<file path="src/rtl/if_fetch_unit_pkg.sv">
// Shared definitions for the instruction-fetch stage: bus widths, the reset PC
// default, truth constants and the fetch FSM state encoding.
package if_fetch_unit_pkg;

  localparam int unsigned InstAddrBus = 32;
  localparam int unsigned InstBus     = 32;

  localparam logic [InstAddrBus-1:0] RESET_PC_DEFAULT = 32'h0000_0000;

  localparam logic True_v  = 1'b1;
  localparam logic False_v = 1'b0;

  typedef enum logic [1:0] {
    S_FETCH = 2'd0,
    S_DRAIN = 2'd1,
    S_HOLD  = 2'd2
  } fetch_state_e;

endpackage

</file>
<file path="src/rtl/if_fetch_unit.sv">
// Instruction fetch: assembles each 32-bit word from four byte reads on the
// shared memory port and presents {pc, inst} to decode with valid/ready.
module if_fetch_unit
  import if_fetch_unit_pkg::*;
#(
  parameter logic [InstAddrBus-1:0] RESET_PC = RESET_PC_DEFAULT
) (
  input  logic                   clk,
  input  logic                   rst,
  input  logic                   rdy,
  input  logic                   branch_enable_i,
  input  logic [InstAddrBus-1:0] branch_addr_i,
  input  logic                   id_ready_i,
  input  logic                   mem_grant_i,
  input  logic [7:0]             mem_din_i,
  output logic                   mem_req_o,
  output logic [InstAddrBus-1:0] mem_a_o,
  output logic [InstAddrBus-1:0] pc_o,
  output logic [InstBus-1:0]     inst_o,
  output logic                   inst_valid_o
);

  fetch_state_e             state_q, state_d;
  logic [InstAddrBus-1:0]   fetch_pc_q, fetch_pc_d;
  logic [1:0]               k_q, k_d;
  logic                     pending_q, pending_d;
  logic [1:0]               slot_q, slot_d;
  logic [3:0][7:0]          asm_q, asm_d;
  logic [InstAddrBus-1:0]   pc_q, pc_d;
  logic [InstBus-1:0]       inst_q, inst_d;
  logic                     valid_q, valid_d;
  logic                     issue;

  assign mem_req_o    = rdy && !rst && (state_q == S_FETCH);
  assign mem_a_o      = mem_req_o ? fetch_pc_q + {30'b0, k_q} : '0;
  assign issue        = mem_req_o && mem_grant_i;
  assign pc_o         = pc_q;
  assign inst_o       = inst_q;
  assign inst_valid_o = valid_q;

  always_comb begin
    state_d    = state_q;
    fetch_pc_d = fetch_pc_q;
    k_d        = k_q;
    pending_d  = pending_q;
    slot_d     = slot_q;
    asm_d      = asm_q;
    pc_d       = pc_q;
    inst_d     = inst_q;
    valid_d    = valid_q;

    if (!rdy) begin
      // Frozen, except that any byte in flight is dropped and a partial fetch
      // is rewound so it restarts from byte 0 at the same PC.
      pending_d = False_v;
      if (state_q != S_HOLD) begin
        state_d = S_FETCH;
        k_d     = '0;
      end
    end else begin
      pending_d = issue;
      if (issue) slot_d = k_q;
      if (pending_q) asm_d[slot_q] = mem_din_i;

      unique case (state_q)
        S_FETCH: begin
          if (issue) begin
            k_d = 2'(k_q + 2'd1);
            if (k_q == 2'd3) state_d = S_DRAIN;
          end
        end
        S_DRAIN: begin
          inst_d  = asm_d;
          pc_d    = fetch_pc_q;
          valid_d = True_v;
          state_d = S_HOLD;
        end
        S_HOLD: begin
          if (valid_q && id_ready_i) begin
            valid_d    = False_v;
            fetch_pc_d = fetch_pc_q + 32'd4;
            k_d        = '0;
            state_d    = S_FETCH;
          end
        end
        default: state_d = S_FETCH;
      endcase

      if (branch_enable_i) begin
        fetch_pc_d = branch_addr_i;
        k_d        = '0;
        pending_d  = False_v;
        valid_d    = False_v;
        state_d    = S_FETCH;
      end
    end
  end

  always_ff @(posedge clk) begin
    if (rst) begin
      state_q    <= S_FETCH;
      fetch_pc_q <= RESET_PC;
      k_q        <= '0;
      pending_q  <= False_v;
      slot_q     <= '0;
      asm_q      <= '0;
      pc_q       <= '0;
      inst_q     <= '0;
      valid_q    <= False_v;
    end else begin
      state_q    <= state_d;
      fetch_pc_q <= fetch_pc_d;
      k_q        <= k_d;
      pending_q  <= pending_d;
      slot_q     <= slot_d;
      asm_q      <= asm_d;
      pc_q       <= pc_d;
      inst_q     <= inst_d;
      valid_q    <= valid_d;
    end
  end

endmodule
</file>
<file path="config.mk">
export PLATFORM = sky130hd
export DESIGN_NAME = if_fetch_unit
export DESIGN_NICKNAME = d
export VERILOG_FILES = /design/src/rtl/if_fetch_unit_pkg.sv /design/src/rtl/if_fetch_unit.sv
export SDC_FILE = /design/constraint.sdc
export NUM_CORES = 1
export LEC_CHECK = 0
export CORE_MARGIN = 2
export CORE_UTILIZATION = 50
export CTS_CLUSTER_DIAMETER = 80
export DETAILED_ROUTE_END_ITERATION = 16
export GPL_TIMING_DRIVEN = 0
export PLACE_DENSITY = 0.87
export SKIP_LAST_GASP = 1
export SLEW_MARGIN = 40
export SYNTH_ARGS = -nofsm -noshare
export SYNTH_HDL_FRONTEND = slang
export SYNTH_SLANG_ARGS = --single-unit
</file>
<file path="constraint.sdc">
create_clock -name clk -period 3.7 [get_ports clk]
set_clock_uncertainty 0.1 [all_clocks]
set_input_delay 0.555 -clock clk [delete_from_list [all_inputs] [get_ports clk]]
set_output_delay 0.555 -clock clk [all_outputs]
set_load 0.05 [all_outputs]
</file>
== Word-level counts from Yosys, hierarchy flattened ==
Cells that the tools add are included.

* Output and inout port bits: 98
* Input bits: 46
* Register bits: 136
* Logic and storage cells: 67

* Mux-type cells: 22
* Reduce and logical (&&, ||, !) cells: 18
* Order comparisons: 2
* Add/subtract/negate cells: 3
* Bitwise gates (word level): 1
* Eq/ne operators: 9

{| class="wikitable"
|+ Operators with widths
! operator !! number
|-
| 2-to-1 mux 32 bit || 5
|-
| adder 32 x 2 -> 32 bit || 1
|-
| adder 32 x 3 -> 32 bit, second input constant || 1
|-
| bitwise mux 32 bit || 1
|-
| 2-to-1 mux 2 bit || 9
|-
| demux 8 bit (select 2 bit) || 1
|-
| 2-to-1 mux 8 bit || 1
|-
| inequality test 4 bit, second input constant || 2
|-
| AND reduction 4 bit || 2
|-
| case mux 2 bit (3 select lines) || 1
|-
| AND reduction 3 bit || 2
|-
| nonzero test 2 bit || 3
|-
| logical AND 1 bit || 5
|-
| == test 2 bit, second input constant || 2
|-
| inequality test 4 x 1 -> 1 bit, second input constant || 1
|-
| inequality test 4 x 3 -> 1 bit, second input constant || 1
|-
| case mux 2 bit (2 select lines) || 1
|-
| AND reduction 2 bit || 2
|-
| less-than comparator 2 x 3 -> 1 bit, second input constant || 1
|-
| inequality test 3 bit, second input constant || 1
|-
| nonzero test 3 bit || 1
|-
| OR reduction 3 bit || 1
|-
| adder 2 x 1 -> 2 bit, second input constant || 1
|-
| == test 2 x 1 -> 1 bit, second input constant || 1
|-
| 7 further kinds || 8
|}

== Longest topological paths before layout ==
* Word-level depth: 8
* Mapped depth: 8
* Depth with buffers taken out: 8

== Worst setup path before layout ==
OpenSTA, ideal clock, no wires.

* Kind: register -> output
* From: register fetch_pc_q[2]
* To: output port mem_a_o[28]
* Required time: 3.045 ns
* Buffers on the path: 0
* Cell stages (with the launch flop): 7
* Path slack: 0.547 ns
* Arrival time: 2.498 ns
* Path through: dfxtp_1 ha_1 nand3_4 nor4_4 nand4_1 or3_1 a21oi_1

* Cells in the longest elaborated chain, start to end: 2

{| class="wikitable"
|+ RTL lines
! item !! line !! text
|-
| start: declaration || if_fetch_unit.sv:24 || <nowiki>logic [InstAddrBus-1:0] fetch_pc_q, fetch_pc_d;</nowiki>
|-
| start signal: assignment || if_fetch_unit.sv:112 || <nowiki>fetch_pc_q <= fetch_pc_d;</nowiki>
|-
| adder 32 x 2 -> 32 bit || if_fetch_unit.sv:35 || <nowiki>assign mem_a_o = mem_req_o ? fetch_pc_q + {30'b0, k_q} : '0;</nowiki>
|-
| 2-to-1 mux 32 bit || if_fetch_unit.sv:35 ||
|-
| end: declaration || if_fetch_unit.sv:17 || <nowiki>output logic [InstAddrBus-1:0] mem_a_o,</nowiki>
|}

No other way between the ends.

== Worst setup path in the final report ==
* From: register k_q[0]
* To: output port mem_a_o[2]

* Cells in the longest elaborated chain, start to end: 2

{| class="wikitable"
|+ RTL lines
! item !! line !! text
|-
| start: declaration || if_fetch_unit.sv:25 || <nowiki>logic [1:0] k_q, k_d;</nowiki>
|-
| start signal: assignment || if_fetch_unit.sv:113 || <nowiki>k_q <= k_d;</nowiki>
|-
| adder 32 x 2 -> 32 bit || if_fetch_unit.sv:35 ||
|-
| 2-to-1 mux 32 bit || if_fetch_unit.sv:35 ||
|}

No other way between the ends.

==> out/metrics.yaml <==
timing:
  worst_pin_slew_ps: 794
  rsz0062_at_grt: "no"
  final.min_clock_period_ps: 3620
  timing.final.crit_share: 0.979
  maxSlewHeadroom: 0.469
  hold_violations: 0
  fmax_mhz: 276
  timing.hold.ws_ps: 355
  setup_viol: 0
  maxSlewViolCount: 0
  tns_ps: 0
pwr:
  power.density_nw_per_um2: 393
  ir_worst_vdd_uv: 254
  leakagePower_uw: 0.00345
cells_and_area:
  multi_input_area_um2: 3790
  nets: 1098
  regArea_um2: 2720
  drive_above_1_share: 0.0736
  post-route-util: 0.684
  diodes: 0
  final_cell_area_um2: 9100
  nFillCells: 1088
  areaGrowthSynthToFinish_pct: 32.7
  finalNonFillerCells: 1236
drt:
  drt_first_pass_iters: 7
  drt_iter0_drc: 838
  routed_wl_mm: 23.2
  drc: 0
  via_per_inst: 6.08
  postRouteAntennaNets: 0
  routedWlPerCell_um: 18.7
  num_vias: 7510
global_route:
  first_global_vias: 6972
  grt_pass1_wl_mm: 35.6
  antenna_found_initial: 0
  grt_max_degree: 17
  overflow: 0
  grt_usage: 0.312
synthesis:
  ys_ff_latch: 136
  yosys-top-cells-count: "nand2_1 (191), dfxtp_1 (136), a21oi_1 (87), nor2_1 (87), clkbuf_1 (57)"
  async_reset_ff_frac: 0
  postSynthNetCount: 942
  synthTopCellsByArea: "dfxtp_1 (40%), nand2_1 (10%), a21oi_1 (6.4%)"
  synth_most_common_cell: "nand2_1"
  synth_simple_gate_area_frac: 0.264
  synth_xor_xnor_area_share: 0.0307
  synth_mux_area_frac: 0.0557
  synth_compound_area_frac: 0.186
  yosys_warnings: 0
  synth_top_family_by_area: "simple AND/OR/NAND/NOR gates"
  synth_edf_count: 0
  ys.flop_type: "dfxtp_1"
  yosys.area.top_type: "dfxtp_1"
  synth_cell_types: 58
  synth_area_um2: 6860
  synthAdderAreaFrac: 0.0102
  ys_seq_area_frac: 0.397
  yosysTopAreaCellShare: 0.397
  syn_area_per_cell_um2: 7.70
  postSynthCellCount: 891
critical_path:
  critPathArrivalTime_ps: 2970
  reg2reg_depth: 7
  crit_type: "flip-flop to primary output"
  reg2reg_to: "fetch_pc_q[30]"
  path_max_fanout: 10
  worst-r2r-setup-slack_ps: 1160
  timing.rr.start: "fetch_pc_q[3]"
  start_kind: "flip-flop"
  crit_required_ps: 3040
  endpoint_kind: "primary output"
  critPathLaunch: "k_q[0]"
cts:
  clock-root-buffer: "clkbuf_16"
  clk_pin_slew_ps: 60
  numCtsBuffers: 17
  tritoncts: "done"
  clockBufferDepth: 2
  clock_sinks: 136
  clk_latency_ps: 430
  htreeDepth: 4
worst_hold_path:
  hold_depth: 2
  worst_hold_path_type: "flip-flop to flip-flop"
  hold_start: "pc_o[28]"
  holdPathEnd: "pc_o[28]"
floorplan:
  io_pins: 144
  core_area_um2: 13300
  die-area_um2: 14700
  die_w_um: 121
  start_util: 0.516
  rows: 42
  die_h_um: 121
status:
  run_status: "completed"
placement:
  dp_hpwl_mm: 15.8
  dp.cells: 1201
  numPortBuffers: 134
  place.gp.congestion: 0.985
  placed_area_um2: 8420
run:
  drv_cap: 0
[per-layer routing]
layer | global-route usage | vias up | part of all wire
met5 | 0 | - | 0
met3 | 0.0827 | 102 | 0.11
met4 | 0.148 | 0 | 0.038
li1 | - | 3445 | -
met1 | 0.389 | 3455 | 0.39
met2 | 0.500 | 508 | 0.46
[layout by cell type, fill, tap and decap left out, types with 10 or more instances in the layout]
cell             count
nand2_1            191
dfxtp_1            136
clkdlybuf4s50_1    107
a21oi_1             87
nor2_1              87
clkbuf_1            55
mux2i_1             37
a211oi_1            36
nand3_1             25
nand4_1             23
o21ai_0             23
xor2_1              22
clkbuf_16           17
buf_2               13
dlygate4sd2_1       13
or3_1               12
buf_1               10
dlymetal6s2s_1      10
[cell type report]
| class | instances | share of cell area |
|---|---|---|
| inverters | 8 | 0.00344 |
| clock inverters | 14 | 0.0191 |
| multi-input cells | 660 | 0.416 |
| repair buffers | 138 | 0.151 |
| plain buffers | 86 | 0.0395 |
| flip-flops and latches | 136 | 0.299 |
| clock buffers | 18 | 0.0472 |
| well taps | 176 | 0.0242 |
[through the flow]
| stage | worst slack, ps | power [uW] |
|---|---|---|
| after floorplan | 547 | 1710 |
| after global placement | -405 | 1830 |
| after detailed placement | -421 | 1840 |
| after CTS | 15.4 | 3540 |
| after global routing | 10.6 | 3650 |
| final | 77.7 | 3570 |
[logic make-up (layout without fill, tap and decap cells)]
kind of cell,after synthesis,count (layout)
simple gates,392,392
compound gates,201,201
flops,136,136
buf+inv,95,264
mux,38,38
xor+xnor,24,24
fa+ha+maj,5,5
[power breakdown]
| part | switching (uW) | internal (uW) | total, uW |
|---|---|---|---|
| Clock | 692 | 1060 | 1750 |
| Combinational | 209 | 108 | 317 |
| Sequential | 17.4 | 1480 | 1500 |
[how the worst max path moves through the flow]
stage               cells after the start  slack (ps)          end
floorplan                               6         550  mem_a_o[28]
global placement                        7        -410  mem_a_o[15]
detailed placement                      7        -420  mem_a_o[15]
CTS                                     7          20  mem_a_o[30]
global route                            7          10  mem_a_o[30]
finish                                  6          80   mem_a_o[2]
[repair_timing]
| item | in CTS | in global routing |
|---|---|---|
| endpoints found under the setup margin | 30 | 17 |
| hold buffers | 0 | 0 |
| cloned | 0 | 0 |
| setup buffers | 1 | 3 |
| hold endpoints to repair | 0 | 0 |
| resized for setup | 30 | 16 |
| pin swaps | 1 | 1 |
[critical path, cell delays in order, from the launching register on]
cell,delay (ps)
dfxtp_1,360
ha_1,230
fa_1,510
buf_2,270
xnor2_1,200
nor2_1,150
clkdlybuf4s50_1,820
[sequential cells by signal (all words and copies together) (netlist names)]
| signal | count |
|---|---|
| asm_q | 32 |
| fetch_pc_q | 32 |
| inst_o | 32 |
| inst_valid_o | 1 |
| k_q | 2 |
| pc_o | 32 |
| pending_q | 1 |
| slot_q | 2 |
| state_q | 2 |
Power figures use the tool's default switching activity.
